<file path="src/rtl/digit_scan_controller_pkg.sv">
// Shared display definitions for the seven-segment digit scan path.
package digit_scan_controller_pkg;

    localparam int NUM_DIGITS = 8;
    localparam int SEL_W      = 3;

    localparam logic [NUM_DIGITS-1:0] ANODE_OFF = 8'hFF;

    typedef enum logic [SEL_W-1:0] {
        S0 = 3'd0,
        S1 = 3'd1,
        S2 = 3'd2,
        S3 = 3'd3,
        S4 = 3'd4,
        S5 = 3'd5,
        S6 = 3'd6,
        S7 = 3'd7
    } scan_state_e;

    // S7 rolls over to S0 through the natural 3-bit wrap.
    function automatic scan_state_e next_digit(input scan_state_e s);
        return scan_state_e'(s + 3'd1);
    endfunction

endpackage

</file>
<file path="src/rtl/digit_scan_controller_refresh_prescaler.sv">
// Refresh prescaler: enabled modulo-TICK_DIV counter with a terminal-count pulse.
module refresh_prescaler #(
    parameter int TICK_DIV = 100000,
    parameter int CNT_W    = $clog2(TICK_DIV)
) (
    input  logic clk,
    input  logic reset,
    input  logic en,
    output logic tick
);

    localparam logic [CNT_W-1:0] CNT_MAX = CNT_W'(TICK_DIV - 1);

    logic [CNT_W-1:0] cnt_q;
    logic [CNT_W-1:0] cnt_d;
    logic             last;

    assign last = (cnt_q == CNT_MAX);

    always_comb begin
        cnt_d = cnt_q;
        if (en) begin
            cnt_d = last ? '0 : cnt_q + 1'b1;
        end
    end

    always_ff @(posedge clk) begin
        if (reset) begin
            cnt_q <= '0;
        end else begin
            cnt_q <= cnt_d;
        end
    end

    assign tick = en & last & ~reset;

endmodule

</file>
<file path="src/rtl/digit_scan_controller.sv">
// 8-digit seven-segment scan controller: digit select plus active-low anodes.
// Optional ghost-suppression blanking is enabled with the SCAN_BLANK_EN macro.
module digit_scan_controller
    import digit_scan_controller_pkg::*;
#(
    parameter int TICK_DIV     = 100000,
    parameter int BLANK_CYCLES = 4
) (
    input  logic                  clk,
    input  logic                  reset,
    input  logic                  en,
    input  logic [NUM_DIGITS-1:0] digit_mask,
    output logic [SEL_W-1:0]      sel,
    output logic [NUM_DIGITS-1:0] anode,
    output logic                  tick
);

    if (TICK_DIV < 2) begin : g_bad_div
        $error("TICK_DIV must be at least 2");
    end
    if (BLANK_CYCLES < 1 || BLANK_CYCLES >= TICK_DIV) begin : g_bad_blank
        $error("BLANK_CYCLES must be in 1..TICK_DIV-1");
    end

    scan_state_e state_q;
    scan_state_e state_d;
    logic        blank_on;

    refresh_prescaler #(
        .TICK_DIV(TICK_DIV),
        .CNT_W   ($clog2(TICK_DIV))
    ) u_prescaler (
        .clk  (clk),
        .reset(reset),
        .en   (en),
        .tick (tick)
    );

    always_comb begin
        state_d = state_q;
        if (tick) begin
            state_d = next_digit(state_q);
        end
    end

    always_ff @(posedge clk) begin
        if (reset) begin
            state_q <= S0;
        end else begin
            state_q <= state_d;
        end
    end

`ifdef SCAN_BLANK_EN
    localparam int BLK_W = $clog2(BLANK_CYCLES + 1);

    logic [BLK_W-1:0] blank_q;
    logic [BLK_W-1:0] blank_d;

    // Reload on every advance so each new slot opens dark.
    always_comb begin
        blank_d = blank_q;
        if (tick) begin
            blank_d = BLK_W'(BLANK_CYCLES);
        end else if (en && blank_q != '0) begin
            blank_d = blank_q - 1'b1;
        end
    end

    always_ff @(posedge clk) begin
        if (reset) begin
            blank_q <= '0;
        end else begin
            blank_q <= blank_d;
        end
    end

    assign blank_on = (blank_q != '0);
`else
    assign blank_on = 1'b0;
`endif

    assign sel = state_q;

    always_comb begin
        anode = ANODE_OFF;
        if (!reset && en && !blank_on && digit_mask[sel]) begin
            anode[sel] = 1'b0;
        end
    end

endmodule

</file>
<file path="config.mk">
export PLATFORM = sky130hd
export DESIGN_NAME = digit_scan_controller
export DESIGN_NICKNAME = d
export VERILOG_FILES = /design/src/rtl/digit_scan_controller_pkg.sv /design/src/rtl/digit_scan_controller_refresh_prescaler.sv /design/src/rtl/digit_scan_controller.sv
export SDC_FILE = /design/constraint.sdc
export NUM_CORES = 1
export LEC_CHECK = 0
export CORE_ASPECT_RATIO = 1.1
export CORE_MARGIN = 10
export CORE_UTILIZATION = 35
export CTS_BUF_LIST = sky130_fd_sc_hd__clkbuf_4
export DETAILED_ROUTE_END_ITERATION = 12
export DONT_BUFFER_PORTS = 1
export PLACE_DENSITY = 0.59
export SETUP_SLACK_MARGIN = 0.1
export SYNTH_ARGS = -nofsm -noshare
export SYNTH_HDL_FRONTEND = slang
export SYNTH_SLANG_ARGS = --single-unit
</file>
<file path="constraint.sdc">
create_clock -name clk -period 1.9 [get_ports clk]
set_input_delay 0.19 -clock clk [delete_from_list [all_inputs] [get_ports clk]]
set_output_delay 0.19 -clock clk [all_outputs]
set_load 0.1 [all_outputs]
</file>
After elaboration in Yosys (flattened, before gate mapping)

Cells that the tools add are included.

Memories: 0
Memory bits (writable): 0
Latch bits: 0
Output and inout bits: 12
Register bits: 20
Logic and storage cells: 21
ROM bits: 0

Multipliers: 0
Eq/ne operators: 1
Bitwise logic cells: 4
Div/mod/pow operators: 0
Magnitude comparators: 2
Reduce and logical (&&, ||, !) cells: 4
Muxes and demuxes: 6
Add/subtract/negate cells: 2
Shift-type cells: 0

Operators with widths:

| kind                    | number |
|---|---|
| $add A17 B1 Y17 const B | 1 |
| $eq A17 B17 Y1 const B  | 1 |
| $mux W17                | 1 |
| $mux W8                 | 1 |
| $not A8 Y8              | 1 |
| $lt A3 B4 Y1 const B    | 1 |
| $add A3 B1 Y3 const B   | 1 |
| $bmux W1 S3             | 1 |
| $demux W1 S3            | 1 |
| $ge A3 B1 Y1 const B    | 1 |
| $logic_and A1 B1 Y1     | 3 |
| $and A1 B1 Y1           | 2 |
| $mux W1                 | 2 |
| $logic_not A1 Y1        | 1 |
| $not A1 Y1              | 1 |

Depth between registers and ports, before layout

Gate-level depths: netlist of run 1.

Word-level depth: 6
Depth in mapped cells: 6

Hierarchy

Synthesis of run 1 repeated with hierarchy kept, for this count alone.

Cells, all modules: 120
Area total of the unflattened synthesis: 1117.3 µm²

Modules (own cells, without submodules):

| module                | area each (µm²) | times used | seq. area each (µm²) | cells an instance |
|---|---|---|---|---|
| refresh_prescaler     | 910.9           | 1          | 340.3                | 96 |
| digit_scan_controller | 206.4           | 1          | 60.1                 | 24 |

Worst setup path before layout of run 1

No wires, ideal clock.

Path type: register to output
Start point: register u_prescaler.cnt_q[13]
End point: output tick
Path buffers: 0
Arrival time: 3.382 ns
Cell stages (with the launch flop): 4
Path slack: -1.672 ns
Required time: 1.710 ns
Cells stage by stage: dfxtp_1 > or4b_4 > or4_4 > nor3_1

Word-level cells in the longest chain between the ends: 3

RTL lines:

| what                       | line                                          | RTL |
|---|---|---|
| start: declaration         | digit_scan_controller_refresh_prescaler.sv:14 | `logic [CNT_W-1:0] cnt_q;` |
| start signal: assignment   | digit_scan_controller_refresh_prescaler.sv:31 | `cnt_q <= cnt_d;` |
| $eq A17 B17 Y1             | digit_scan_controller_refresh_prescaler.sv:18 | `assign last = (cnt_q == CNT_MAX);` |
| $and A1 B1 Y1 (2 in a row) | digit_scan_controller_refresh_prescaler.sv:35 | `assign tick = en & last & ~reset;` |
| end: declaration           | digit_scan_controller.sv:15                   | `output logic tick` |

No other way between the ends.

Worst setup path in the final report of run 1

Start point: register u_prescaler.cnt_q[12]
End point: output tick

The elaborated chain is that of the path after synthesis.

==> impl_metrics.env, run 1 <==
export IMPL_outcome="finished, violations left"
export IMPL_failed_checks="setup timing"
export IMPL_crit_chain="or4b_4 > or4_4 > nor3_4 > buf_12"
export IMPL_ant_nets=0
export IMPL_required_ps=1710
export IMPL_finalSetupViolations=3
export IMPL_viasPerCell=5.47
export IMPL_critPathSlowestCell="or4b_4"
export IMPL_clkPwrFrac=0.420
export IMPL_internal_power_mw=0.648
export IMPL_maxCapViolCount=0
export IMPL_grt_pass1_vias=1021
export IMPL_layout_common_cells="18 x nor2_1, 16 x dfxtp_1, 12 x xnor2_1, 12 x buf_4, 9 x nand4_1"
export IMPL_initial_core_util=0.360
export IMPL_end_kind="output pin"
export IMPL_wl_per_cell_um=14.7
export IMPL_ir_drop_mv=0.529
export IMPL_finClkSkew_ps=8.31
export IMPL_core_area_sq_um=3000
export IMPL_p_leak_nw=0.511
export IMPL_critPathKind="flip-flop to output pin"
export IMPL_clk_pin_slew_ps=110
export IMPL_final_hold_viol_count=0
export IMPL_antenna_found_initial=0
export IMPL_synth_cell_type_count=31
export IMPL_cts_buffers=3
export IMPL_overflow=0
export IMPL_yosysWarnings=0
export IMPL_fin_cells=183
export IMPL_place_area_sq_um=1300
export IMPL_layout_drive_gt1_share=0.302
export IMPL_drc=0
export IMPL_die_width_um=73.0
export IMPL_syn_area_sq_um=1080
export IMPL_rsz0062_at_grt="true"
export IMPL_async_flop_share=0
export IMPL_dieArea_sq_um=5710
export IMPL_clk_path_buf_depth=2
export IMPL_syn_inst=130
export IMPL_clock_sinks=20
export IMPL_syn_num_nets=143
export IMPL_power_density_nw_per_um2=545
export IMPL_p_comb_frac=0.051
export IMPL_layout_commonest_cell="nor2_1"
export IMPL_switching_share=0.193
export IMPL_grt_pass1_wl_mm=4.69
export IMPL_io_buffer_count=0
export IMPL_htree_levels=1
export IMPL_avgSynthCellArea_sq_um=8.31
export IMPL_dp_cells=174
export IMPL_post_route_period_util=1.14
export IMPL_num_nets_final=163
export IMPL_p_seq_frac=0.529
export IMPL_synth_ff_type="dfxtp_1"
export IMPL_drv_slew=0
export IMPL_gp_congestion=0.762
export IMPL_synth_edff_count=0
export IMPL_syn2layout_area_growth_pct=36.5
export IMPL_slowest_delay_ps=530
export IMPL_fp_row_count=21
export IMPL_critPathArrivalTime_ps=1980
export IMPL_finalWorstSetupSlack_ps=-272
export IMPL_tightest_slew_ps=447
export IMPL_fmax_mhz=460
export IMPL_die_h_um=78.3
export IMPL_design_area_sq_um=1470
export IMPL_grt_max_degree=17
export IMPL_critPathMaxFanout=2
export IMPL_drtPass1Iterations=4
export IMPL_first_iter_violations=38
export IMPL_hpwl_mm=1.94
export IMPL_wl_mm=2.68
export IMPL_cts_root_buffer_cell="clkbuf_4"
export IMPL_ys_seq_area_frac=0.371
export IMPL_ys_ff_latch=20
export IMPL_worstSetupStartpointType="flip-flop"
export IMPL_insertion_delay_ps=300
export IMPL_grt_use_total=0.0982
export IMPL_ioPinCount=23
export IMPL_fin_crit_ps=2170
export IMPL_num_antenna_cells=0
export IMPL_p_switching_mw=0.155
export IMPL_num_vias=1001
export IMPL_hp_class="input port to flip-flop"
export IMPL_slew_headroom=0.698
export IMPL_cts_tree="done"
per-layer routing:
metal,global-route usage,vias to the layer above,share of wire
li1,-,505,-
met3,0.0289,4,0.048
met2,0.159,21,0.50
met5,0,-,0
met4,0.0532,0,0.012
met1,0.112,471,0.44
kinds of logic (layout without fill, tap and decap cells):
| family | after synthesis | count (layout) | synth area share |
|---|---|---|---|
| mux | 2 | 2 | 0.0197 |
| xor+xnor | 16 | 16 | 0.130 |
| simple gates | 70 | 70 | 0.360 |
| flops | 20 | 20 | 0.371 |
| buf+inv | 9 | 28 | 0.0348 |
| compound gates | 11 | 11 | 0.0614 |
| fa+ha+maj | 2 | 2 | 0.0232 |
synthesized netlist by cell type, types with 2 or more instances:
cell type	instances	area [sq um]
a21oi_1	5	25.0
and2_1	2	12.5
and3_1	3	18.8
and4_1	2	17.5
clkbuf_1	5	18.8
dfxtp_1	20	400
ha_1	2	25.0
inv_1	3	11.3
nand2_1	7	26.3
nand3_1	7	35.0
nand4_1	9	56.3
nand4b_1	2	17.5
nor2_1	19	71.3
nor2b_1	2	12.5
nor3_1	4	20.0
nor4_1	8	50.1
o21ai_0	2	10.0
xnor2_1	12	105
xor2_1	4	35.0
timing repair:
item,CTS,global route
pin swaps,4,2
hold endpoints to repair,4,0
hold buffers,1,0
setup endpoints to repair,6,25
gates resized for setup,7,12
setup buffers,3,1
layout make-up:
type                       instances  area [sq um]
tap                               34          42.5
multi-input combinational        101           716
timing repair buffer              21           239
sequential                        20           413
inverter                           3          11.3
clock buffer                       3          22.5
fill                             286          1520
clock inverter                     1          30.0
stage by stage:
step,setup slack (ps),hold WS (ps),utilization,power (mW),TNS (ps)
finish,-272,38.9,0.492,0.804,-461
global placement,66.7,252,0.434,0.470,0
global route,-369,27.7,0.492,0.848,-817
floorplan,-866,249,-,0.468,-2500
CTS,-294,26.7,0.472,0.819,-397
detailed placement,48.5,254,0.434,0.471,0
flip-flops by register name, indices dropped and copies added, names as in the netlist:
register / count
u_prescaler.cnt_q: 17
sel: 3
power by group through the flow:
stage,Combinational (mW),Sequential (mW),Clock [mW]
final,0.0410,0.425,0.337
after global routing,0.0456,0.426,0.376
after CTS,0.0392,0.425,0.354
after detailed placement,0.0364,0.435,0
after global placement,0.0354,0.435,0
after floorplan,0.0339,0.434,0
final timing paths:
kind / endpoint / slack (ps) / cells after the start / start
hold reg to reg: u_prescaler.cnt_q[16] / 540 / 2 / u_prescaler.cnt_q[16]
setup reg to reg: sel[0] / -190 / 6 / u_prescaler.cnt_q[12]
setup / recovery: tick / -270 / 4 / u_prescaler.cnt_q[12]
hold / removal: u_prescaler.cnt_q[0] / 40 / 2 / en
critical path: cells and delay by family (launching register included):
kind,cells,cell delay [ps]
AND/OR/NAND/NOR,3,1140
flip-flops,1,340
buffers and inverters,1,200
(Power assumes the default switching activity.)
==> run 2: changes to the inputs <==
- CORE_MARGIN: 10 -> not set
==> run 2 against run 1 <==
The flow still finishes with violations (setup timing). Combinational power grew 4%. Clock power increased by 4%. Utilization rose by 2.8 points. Clock-buffer cell count did not move. Hold slack got worse by 9.9 ps. Die area down 42%. Sequential share of layout area about the same. Critical path type unchanged. Critical endpoint unchanged. Largest power group unchanged.
==> impl_metrics.env, run 2 (same netlist as run 1, synthesis figures left out) <==
export IMPL_hp_class="input port to flip-flop"
export IMPL_initial_core_util=0.379
export IMPL_maxCapViolCount=0
export IMPL_cts_buffers=3
export IMPL_hpwl_mm=1.64
export IMPL_met3_usage=0.0560
export IMPL_critPathSlowestCell="or4b_4"
export IMPL_cts_root_buffer_cell="clkbuf_4"
export IMPL_regMostFlops="u_prescaler.cnt_q"
export IMPL_fmax_mhz=459
export IMPL_place_area_sq_um=1290
export IMPL_clk_path_buf_depth=2
export IMPL_overflow=0
export IMPL_worstHoldPathCells=2
export IMPL_htree_levels=1
export IMPL_die_h_um=60.3
export IMPL_insertion_delay_ps=310
export IMPL_met2_usage=0.260
export IMPL_gp_congestion=0.807
export IMPL_ir_drop_mv=0.545
export IMPL_antenna_found_initial=0
export IMPL_finClkSkew_ps=3.77
export IMPL_final_hold_viol_count=0
export IMPL_drc=0
export IMPL_drtPass1Iterations=4
export IMPL_num_antenna_cells=0
export IMPL_cp_top_family="simple AND/OR/NAND/NOR gates"
export IMPL_largest_reg_flops=17
export IMPL_grt_use_met1=0.192
export IMPL_whs_endpoint="u_prescaler.cnt_q[0]"
export IMPL_tightest_slew_ps=446
export IMPL_first_iter_violations=15
export IMPL_layout_common_cells="18 x nor2_1, 14 x dfxtp_1, 13 x buf_4, 12 x xnor2_1, 9 x nand4_1"
export IMPL_critPathArrivalTime_ps=1990
export IMPL_drv_slew=0
export IMPL_power_total_mw=0.820
export IMPL_fin_crit_ps=2180
export IMPL_wl_per_cell_um=13.6
export IMPL_required_ps=1710
export IMPL_slowest_delay_ps=530
export IMPL_clk_pin_slew_ps=120
export IMPL_worstSetupStartpointType="flip-flop"
export IMPL_reg2regPathDepth=6
export IMPL_post_route_period_util=1.15
export IMPL_fin_hold_ws_ps=29.0
export IMPL_grt_busiest_layer="met2"
export IMPL_reg2reg_slack_ps=-180
export IMPL_rsz0062_at_grt="true"
export IMPL_critPathMaxFanout=2
export IMPL_outcome="finished, violations left"
export IMPL_timing_rr_end="sel[0]"
export IMPL_fillCellCount=270
export IMPL_p_leak_nw=0.513
export IMPL_post_route_util=0.520
export IMPL_critical_path_buf_inv_count=1
export IMPL_grt_pass1_wl_mm=3.82
export IMPL_design_area_sq_um=1480
export IMPL_finalWorstSetupSlack_ps=-277
export IMPL_critPathKind="flip-flop to output pin"
export IMPL_layout_commonest_cell="nor2_1"
export IMPL_ioPinCount=23
export IMPL_layout_drive_gt1_share=0.313
export IMPL_wl_mm=2.50
export IMPL_grt_use_total=0.160
export IMPL_crit_chain="or4b_4 > or4_4 > nor3_4 > buf_12"
export IMPL_failed_checks="setup timing"
export IMPL_syn2layout_area_growth_pct=37.4
export IMPL_dieArea_sq_um=3310
export IMPL_io_buffer_count=0
export IMPL_cts_tree="done"
export IMPL_viasPerCell=5.63
export IMPL_path_depth=4
export IMPL_ant_nets=0
export IMPL_end_kind="output pin"
export IMPL_grt_max_degree=17
export IMPL_worstHoldStart="en"
export IMPL_slew_headroom=0.702
export IMPL_num_nets_final=164
export IMPL_clock_sinks=20
export IMPL_die_width_um=55.0
export IMPL_power_density_nw_per_um2=553
export IMPL_fp_row_count=20
export IMPL_finalSetupViolations=4
export IMPL_regToRegStartpoint="u_prescaler.cnt_q[12]"
export IMPL_grt_pass1_vias=933
export IMPL_num_vias=1031
export IMPL_core_area_sq_um=2850
-- run 2: layout make-up --
| class | instances | area (sq um) | area share |
|---|---|---|---|
| Clock buffer | 3 | 22.5 | 0.0152 |
| Clock inverter | 1 | 30.0 | 0.0202 |
| Inverter | 3 | 11.3 | 0.00759 |
| Multi-Input combinational cell | 102 | 733 | 0.494 |
| Sequential cell | 20 | 415 | 0.280 |
| Tap cell | 33 | 41.3 | 0.0278 |
| Timing Repair Buffer | 21 | 230 | 0.155 |
-- run 2: repair_timing --
action / 4_1_cts / 5_1_grt
buffers inserted: 3 / 2
cloned: 0 / 1
hold buffers: 1 / 0
endpoints found under the setup margin: 5 / 23
pin swaps: 2 / 4
resized for setup: 7 / 13
endpoints found under the hold margin: 4 / 0
-- run 2: worst reg2reg max path: stages (launching register included) --
cell and delay, ps:
dfxtp_2 340, or4b_4 530, or4_4 450, buf_4 160, buf_6 110, or3_4 320
a21oi_2 120
-- run 2: worst max-delay path by stage --
stage / start / slack [ps] / end
global placement: u_prescaler.cnt_q[12] / 60 / tick
CTS: u_prescaler.cnt_q[12] / -300 / tick
detailed placement: u_prescaler.cnt_q[12] / 60 / tick
finish: u_prescaler.cnt_q[12] / -280 / tick
global route: u_prescaler.cnt_q[12] / -340 / tick
floorplan: sel[0] / -870 / anode[6]
-- run 2: routing by layer --
metal / part of all wire / vias up
li1: - / 521
met1: 0.45 / 485
met2: 0.50 / 21
met3: 0.042 / 4
met4: 0.0096 / 0
met5: 0 / -
-- run 2: report_power, final --
| part | switching [mW] | total [mW] | internal [mW] |
|---|---|---|---|
| Combinational | 0.0249 | 0.0425 | 0.0176 |
| Sequential | 0.00661 | 0.426 | 0.419 |
| Clock | 0.138 | 0.352 | 0.213 |
| Total | 0.170 | 0.820 | 0.650 |
-- run 2: stage by stage --
stage | setup WS, ps | setup TNS [ps] | std cells
finish | -277 | -479 | 183
global route | -337 | -896 | 183
CTS | -295 | -383 | 180
detailed placement | 57.3 | 0 | 172
global placement | 63.2 | 0 | 172
floorplan | -866 | -2500 | 130
